===== src/rtl/reg_writeback_arbiter.sv =====
// reg_writeback_arbiter
// Merges ALU results (priority, never stalled) and load results (valid/ready,
// buffered in a small FIFO) onto the single write port of the register bank.
// Queued loads that are overtaken by a younger ALU write to the same register
// are squashed in place, and a pending mask tracks which registers still have
// a live queued write so issue logic can stall dependent reads.
module reg_writeback_arbiter #(
    parameter int DATA_WIDTH = 32,
    parameter int ADDR_WIDTH = 5,
    parameter int FIFO_DEPTH = 4
) (
    input  logic                          clk,
    input  logic                          rst_n,
    input  logic                          Alu_Valid,
    input  logic [ADDR_WIDTH-1:0]         Alu_Register,
    input  logic [DATA_WIDTH-1:0]         Alu_Data,
    input  logic                          Mem_Valid,
    output logic                          Mem_Ready,
    input  logic [ADDR_WIDTH-1:0]         Mem_Register,
    input  logic [DATA_WIDTH-1:0]         Mem_Data,
    output logic [ADDR_WIDTH-1:0]         Write_Register,
    output logic [DATA_WIDTH-1:0]         Write_Data,
    output logic                          Reg_Write,
    output logic [31:0]                   Pending_Mask,
    output logic [$clog2(FIFO_DEPTH):0]   Fifo_Count
);

    localparam int PTR_W = $clog2(FIFO_DEPTH);
    localparam int CNT_W = PTR_W + 1;
    localparam logic [CNT_W-1:0] DEPTH_C = CNT_W'(FIFO_DEPTH);

    // Queue storage: destination, data, and a live flag per slot. A slot's
    // live flag is only ever set while the slot is occupied, so it doubles
    // as "occupied and not squashed".
    logic [ADDR_WIDTH-1:0] slot_reg_q  [FIFO_DEPTH];
    logic [DATA_WIDTH-1:0] slot_data_q [FIFO_DEPTH];
    logic [FIFO_DEPTH-1:0] live_q;
    logic [FIFO_DEPTH-1:0] live_d;

    logic [PTR_W-1:0]      head_q;
    logic [PTR_W-1:0]      tail_q;
    logic [CNT_W-1:0]      count_q;
    logic [CNT_W-1:0]      count_d;
    logic [31:0]           mask_q;
    logic [31:0]           mask_d;

    logic                  wr_en_q;
    logic [ADDR_WIDTH-1:0] wr_reg_q;
    logic [DATA_WIDTH-1:0] wr_data_q;

    logic                  alu_issue;
    logic                  fifo_empty;
    logic                  fifo_full;
    logic                  push;
    logic                  pop;
    logic                  head_live;

    // One-hot decode of a register index into the 32-bit pending mask.
    // Indices beyond bit 31 shift out and contribute nothing.
    function automatic logic [31:0] reg_onehot(input logic [ADDR_WIDTH-1:0] r);
        reg_onehot = 32'd1 << r;
    endfunction

    // Handshake and write-port selection for the current cycle.
    always_comb begin
        alu_issue  = Alu_Valid && (Alu_Register != '0);
        fifo_empty = (count_q == '0);
        fifo_full  = (count_q == DEPTH_C);
        // No pass-through when full: a pop in the same cycle does not open
        // the door, which keeps Mem_Ready free of the selection logic.
        Mem_Ready  = rst_n && !fifo_full;
        // A load to r0 completes its handshake but never occupies a slot.
        push       = Mem_Valid && Mem_Ready && (Mem_Register != '0);
        // The ALU owns the port whenever it has a real write; an ALU write
        // to r0 is dropped and lets the queue drain instead.
        pop        = !alu_issue && !fifo_empty;
        head_live  = live_q[head_q];
    end

    // Next live flags: squash older matches first, then retire the head,
    // then append. The appended entry is younger than the ALU write of the
    // same cycle, so it is stored live even when the register matches.
    always_comb begin
        live_d = live_q;
        if (alu_issue) begin
            for (int i = 0; i < FIFO_DEPTH; i++) begin
                if (live_q[i] && (slot_reg_q[i] == Alu_Register)) begin
                    live_d[i] = 1'b0;
                end
            end
        end
        if (pop) begin
            live_d[head_q] = 1'b0;
        end
        if (push) begin
            live_d[tail_q] = 1'b1;
        end
    end

    // Next occupancy count; push and pop together leave it unchanged.
    always_comb begin
        case ({push, pop})
            2'b10:   count_d = count_q + CNT_W'(1);
            2'b01:   count_d = count_q - CNT_W'(1);
            default: count_d = count_q;
        endcase
    end

    // Next pending mask, built from the post-edge queue contents so the
    // registered mask agrees with the queue on the same edge.
    always_comb begin
        mask_d = '0;
        for (int i = 0; i < FIFO_DEPTH; i++) begin
            if (live_d[i]) begin
                if (push && (PTR_W'(i) == tail_q)) begin
                    mask_d = mask_d | reg_onehot(Mem_Register);
                end else begin
                    mask_d = mask_d | reg_onehot(slot_reg_q[i]);
                end
            end
        end
        mask_d[0] = 1'b0;
    end

    // Queue control state: pointers, count, live flags and pending mask.
    always_ff @(posedge clk) begin
        if (!rst_n) begin
            head_q  <= '0;
            tail_q  <= '0;
            count_q <= '0;
            live_q  <= '0;
            mask_q  <= '0;
        end else begin
            live_q  <= live_d;
            count_q <= count_d;
            mask_q  <= mask_d;
            if (push) begin
                tail_q <= tail_q + PTR_W'(1);
            end
            if (pop) begin
                head_q <= head_q + PTR_W'(1);
            end
        end
    end

    // Queue payload; slots are qualified by live flags, so no reset needed.
    always_ff @(posedge clk) begin
        if (push) begin
            slot_reg_q[tail_q]  <= Mem_Register;
            slot_data_q[tail_q] <= Mem_Data;
        end
    end

    // Registered write port: ALU first, then the queue head, else hold.
    always_ff @(posedge clk) begin
        if (!rst_n) begin
            wr_en_q   <= 1'b0;
            wr_reg_q  <= '0;
            wr_data_q <= '0;
        end else if (alu_issue) begin
            wr_en_q   <= 1'b1;
            wr_reg_q  <= Alu_Register;
            wr_data_q <= Alu_Data;
        end else if (pop) begin
            // A squashed head still retires, but produces no bank write.
            wr_en_q <= head_live;
            if (head_live) begin
                wr_reg_q  <= slot_reg_q[head_q];
                wr_data_q <= slot_data_q[head_q];
            end
        end else begin
            wr_en_q <= 1'b0;
        end
    end

    assign Reg_Write      = wr_en_q;
    assign Write_Register = wr_reg_q;
    assign Write_Data     = wr_data_q;
    assign Pending_Mask   = mask_q;
    assign Fifo_Count     = count_q;

endmodule


===== config.mk =====
export PLATFORM = sky130hd
export DESIGN_NAME = reg_writeback_arbiter
export DESIGN_NICKNAME = d
export VERILOG_FILES = /design/src/rtl/reg_writeback_arbiter.sv
export SDC_FILE = /design/constraint.sdc
export NUM_CORES = 1
export LEC_CHECK = 0
export CAP_MARGIN = 20
export CORE_MARGIN = 2
export CORE_UTILIZATION = 59
export CTS_CLUSTER_SIZE = 16
export DETAILED_ROUTE_END_ITERATION = 10
export PLACE_DENSITY = 0.86
export SLEW_MARGIN = 5
export SYNTH_ARGS = -nofsm -noshare
export SYNTH_HDL_FRONTEND = slang
export SYNTH_SLANG_ARGS = --single-unit

===== constraint.sdc =====
create_clock -name clk -period 5.11 [get_ports clk]
set_clock_uncertainty 0.1 [all_clocks]
set_input_delay 1.022 -clock clk [delete_from_list [all_inputs] [get_ports clk]]
set_output_delay 1.022 -clock clk [all_outputs]
set_load 0.01 [all_outputs]

==> Word-level counts from Yosys, hierarchy flattened <==
Memory sizes are Yosys's and may differ from the RTL's. A register that Yosys moved wholly into a read port is not among the register bits.
Cells that the tools add are included.
{ "classes": {"n_eq_ne": 10, "reduce_logical": 26, "magnitude_cmp": 4, "muxes": 36, "n_bitwise": 9, "shifts": 5, "add_sub_neg": 4} }
{ "ops": {"columns": ["cell", "count"], "rows": [
  ["32-bit two-way mux", 11],
  ["32-bit OR", 6],
  ["1-bit by 5-bit << shifter with 32-bit output, first input constant", 5],
  ["5-bit == test", 4],
  ["1-bit logical AND", 15],
  ["5-bit two-way mux", 3],
  ["4-bit two-way mux", 3],
  ["1-bit two-way mux", 11],
  ["5-bit nonzero test", 2],
  ["2-bit two-way mux", 4],
  ["2-bit by 3-bit < comparator with 1-bit output, second input constant", 2],
  ["3-bit one-hot mux with 2 select lines", 1],
  ["2-bit nonzero test", 3],
  ["2-bit by 1-bit adder with 2-bit output, second input constant", 2],
  ["4-bit AND", 1],
  ["1-bit demux with 2-bit select", 2],
  ["2-bit == test, first input constant", 2],
  ["2-bit by 1-bit >= comparator with 1-bit output, second input constant", 2],
  ["4-bit inverter", 1],
  ["4-bit OR", 1],
  ["3-bit by 1-bit adder with 3-bit output, second input constant", 1],
  ["3-bit == test, second input constant", 1],
  ["1-bit zero test", 3],
  ["3-bit zero test", 1],
  ["7 further kinds", 7]
]} }
{ "word_totals": {"reg_bits": 81, "ramBits": 148, "mem_count": 2} }
{ "mem_list": {"columns": ["name", "depth", "word_bits", "rd", "rd_ports_with_merged_regs", "write_ports", "line", "source"], "rows": [
  ["slot_data_q", 4, 32, 1, 1, 1, "36", "logic [DATA_WIDTH-1:0] slot_data_q [FIFO_DEPTH];"],
  ["slot_reg_q", 4, 5, 5, 1, 1, "35", "logic [ADDR_WIDTH-1:0] slot_reg_q [FIFO_DEPTH];"]
]} }

==> Depth between registers and ports, before layout <==
{ "logic_depth": {"word_depth": 19, "depth_mapped": 11, "mapped_depth_nobuf": 9} }

==> Worst setup path after synthesis <==
No wires, ideal clock.
{ "synth_path": {"path_kind": "input-to-reg", "startpoint": "in Alu_Register[2]", "endpoint": "reg count_q[2] (netlist: Fifo_Count[2])", "arrival_ns": 3.428, "path_slack_ns": 1.512, "cell_stages": 11, "required_ns": 4.939, "path_cell_list": "clkbuf_8 -> or4_4 -> o21ai_4 -> and2_1 -> clkbuf_1 -> ha_1 -> inv_1 -> fa_1 -> xor2_1 -> or3_1 -> a21oi_1"} }
{ "synth_between": {"elab_chain_len": 6} }
{ "synth_rtl": {"columns": ["element", "line", "source"], "rows": [
  ["start, declared", "15", "input logic [ADDR_WIDTH-1:0] Alu_Register,"],
  ["5-bit nonzero test *", "66", "alu_issue = Alu_Valid && (Alu_Register != '0);"],
  ["1-bit logical AND *", "66", null],
  ["1-bit zero test *", "76", "pop = !alu_issue && !fifo_empty;"],
  ["1-bit logical AND *", "76", null],
  ["2-bit by 1-bit == test with 1-bit output or 2-bit == test (tied branches)", "102", "case ({push, pop})"],
  ["3-bit one-hot mux with 2 select lines or 2-bit nonzero test (tied branches)", null, null],
  ["end signal, assigned", "135", "count_q <= count_d;"],
  ["end, declared", "42", "logic [CNT_W-1:0] count_q;"]
]} }
Every way passes the cells marked *; elsewhere a longest branch is shown, timed or not.
A chain may end at the register's enable or synchronous reset.

==> Worst setup path after layout <==
{ "layout_path": {"startpoint": "in rst_n", "endpoint": "out Mem_Ready"} }
{ "layout_between": {"elab_chain_len": 1} }
{ "layout_rtl": {"columns": ["element", "line", "source"], "rows": [
  ["start, declared", "13", "input logic rst_n,"],
  ["1-bit logical AND", "71", "Mem_Ready = rst_n && !fifo_full;"],
  ["end, declared", "18", "output logic Mem_Ready,"]
]} }
Every way passes these cells.

==> metrics.md <==
| Metric | Value |
|---|---|
| FMAX | `270 MHz` |
| Most frequent cells in the layout | `clkdlybuf4s50_1, edfxtp_1, dfxtp_1, nor2_1, o22ai_1` |
| Commonest non-fill, non-tap cell in the layout | `clkdlybuf4s50_1` |
| Unrepaired setup endpoints after global routing | `false` |
| Sw Pwr | `0.00129 W` |
| Post-DP HPWL | `19,100 um` |
| Final period util | `72.5%` |
| Via Count | `7,768` |
| Mapped Avg Cell Area | `13.1 um^2` |
| H-tree Lvls | `1` |
| P&R area growth vs syn | `23.2%` |
| Post-synth EDFFs | `148` |
| Max FO, Critical Path | `36` |
| Sw Share | `25.4%` |
| Die area | `0.0189 mm^2` |
| Initial antenna violation count | `0` |
| Largest net degree at the start of global routing | `74` |
| Async SR Flop Fraction | `0%` |
| Ys Warns | `0` |
| Finished Layout Cells | `1,171` |
| Hold WC Path Type | `flip-flop to flip-flop` |
| Antenna diodes | `0` |
| R2R setup slack | `2.37 ns` |
| Syn Nets | `890` |
| Critical Path RT | `3.99 ns` |
| FF+latch count, synth | `230` |
| Area contributors post-synth | `edfxtp_1, dfxtp_1, mux4_2, mux2i_1, nor2_1` |
| Final Hold Viols | `0` |
| Post-CTS Hold Fix Bufs | `0` |
| Die X-Extent | `137 um` |
| Reg power frac | `44.0%` |
| Leak | `4.41 nW` |
| Worst slew margin relative to its limit | `32.5%` |
| Core ar. | `0.0174 mm^2` |
| Cell Area, Synth | `0.0105 mm^2` |
| Total gr overflow | `0` |
| Sink Count | `230` |
| Die Y | `137 um` |
| Area share of the largest cell type after synthesis | `42.3%` |
| Post_cts resized | `0` |
| Comb pwr share | `17.6%` |
| DR pass1 iterations | `6` |
| CTS Buf Count | `24` |
| Unique masters post-synth | `64` |
| Post-synth top area cell | `edfxtp_1` |
| Worst-path clk slew | `0.06 ns` |
| Post-CTS Setup Bufs | `0` |
| Dpl cells | `1,127` |
| GRT Total Usage | `31.4%` |
| Startpoint Class | `primary input` |
| Worst-Skew Late Latency | `0.51 ns` |
| Routed wire length | `29,600 um` |
| DR WL/cell | `25.3 um` |
| Power, Total | `0.00507 W` |
| Via count of the first global-routing pass | `7,552` |
| Fillers | `1,101` |
| CTS tree | `done` |
| Clock power frac | `38.4%` |
| Worst Tran Pin Value | `1.01 ns` |
| PortBufs | `150` |
| Cells after Synth | `802` |
| Global-route wire length before repair | `44,200 um` |
| Gp weighted congestion | `0.983` |
| Clock Path Buffers | `3` |
| FP Rows | `48` |
| Critical path arrival | `2.58 ns` |
| # DRC | `0` |
| Root cell of the clock tree | `clkbuf_16` |
| Routed Antenna Nets | `0` |
| VDD IR max | `0.317 mV` |
| PwrDens | `392 mW/mm^2` |
| Hold path cells | `2` |
| Crit Path Category | `primary input to primary output` |
| Final setup viols | `0` |
| TNS Setup | `0 ns` |
| Layout cells sized above 1 | `12.6%` |
| Via density | `6.63` |
| Status | `complete, no violations` |
| R2R depth | `7` |
| CP Capture Type | `primary output` |
| Register area share after synthesis | `58.0%` |
| Initial Utilization | `60.5%` |
| Ys flop type | `edfxtp_1` |
| Io pins | `152` |
| Final min period | `3.71 ns` |
| Pint | `0.00378 W` |
| Max-slew violation count | `0` |
| Max-cap viol count | `0` |
| Starting DRT DRC Count | `833` |
| Final-stage net count | `1,016` |
[sequential cells by signal, summed over array words and instances (netlist names), named ones only]
signal	count
Reg_Write	1
Write_Data	32
Fifo_Count	3
slot_reg_q	20
tail_q	2
Write_Register	5
slot_data_q	128
live_q	4
Pending_Mask	31
head_q	2
[worst max-delay path, stage by stage]
cell and delay (ns):
clkdlybuf4s50_1 0.47, buf_4 0.37, and2_1 0.19, clkdlybuf4s50_1 0.53
[routing by layer]
layer  global-route usage, %  vias to the layer above  share of wire (%)
met3                    7.10                      112                9.9
li1                        -                     3378                  -
met5                       0                        -                  0
met2                    50.1                      523                 48
met1                    42.4                     3755                 38
met4                    12.0                        0                4.0
[cells by family after synthesis]
group | share of synthesized area (%)
buf+inv | 4.18
fa+ha+maj | 1.26
compound gates | 10.3
other cells | 0.0357
flops | 58.0
simple gates | 12.5
mux | 11.8
xor+xnor | 2.00
[power groups by stage]
stage	combinational [W]	sequential [W]	clock [W]
global placement	0.000862	0.00226	0
global route	0.000951	0.00225	0.00203
detailed placement	0.000874	0.00227	0
finish	0.000895	0.00223	0.00194
floorplan	0.000633	0.00218	0
CTS	0.000893	0.00223	0.00196
[Yosys cell counts, types with 5 or more instances]
| master | instances |
|---|---|
| edfxtp_1 | 148 |
| dfxtp_1 | 82 |
| nor2_1 | 76 |
| o22ai_1 | 44 |
| mux2i_1 | 38 |
| mux4_2 | 38 |
| a211oi_1 | 37 |
| clkbuf_1 | 33 |
| nand3_1 | 30 |
| nand2_1 | 23 |
| o31a_1 | 23 |
| inv_1 | 16 |
| nor3_1 | 14 |
| xnor2_1 | 14 |
| nor4_1 | 13 |
| nand3b_1 | 10 |
| nand4_1 | 10 |
| xor2_1 | 10 |
| buf_1 | 9 |
| buf_2 | 9 |
| clkbuf_8 | 9 |
| ha_1 | 9 |
| or3_1 | 8 |
| nor2b_1 | 7 |
| a21oi_1 | 6 |
| and2_1 | 6 |
| and3_1 | 6 |
| o41a_1 | 6 |
| nor3b_1 | 5 |
[area by class of cell]
| type | count | area (um^2) | share of cell area [%] |
|---|---|---|---|
| multi-input cells | 491 | 3980 | 30.7 |
| flip-flops and latches | 230 | 6090 | 47.1 |
| clock buffers | 34 | 709 | 5.49 |
| repair buffers | 165 | 1630 | 12.6 |
| inverters | 16 | 60.1 | 0.464 |
| clock inverters | 10 | 189 | 1.46 |
| well taps | 225 | 282 | 2.18 |
[per-stage QoR]
stage / setup slack (ns) / util [%] / instance area (um^2) / hold WS, ns
floorplan: 1.51 / - / 10500 / 0.389
global placement: 1.00 / 69.3 / 12000 / 0.406
detailed placement: 0.952 / 69.3 / 12000 / 0.418
CTS: 1.42 / 74.5 / 12900 / 0.425
global route: 1.32 / 74.5 / 12900 / 0.488
finish: 1.40 / 74.5 / 12900 / 0.426
[final timing paths]
kind	startpoint	endpoint
min	Fifo_Count[2]	Fifo_Count[2]
min reg2reg	Fifo_Count[2]	Fifo_Count[2]
max reg2reg	Fifo_Count[2]	Pending_Mask[28]
max	rst_n	Mem_Ready
(Power assumes the default switching activity.)
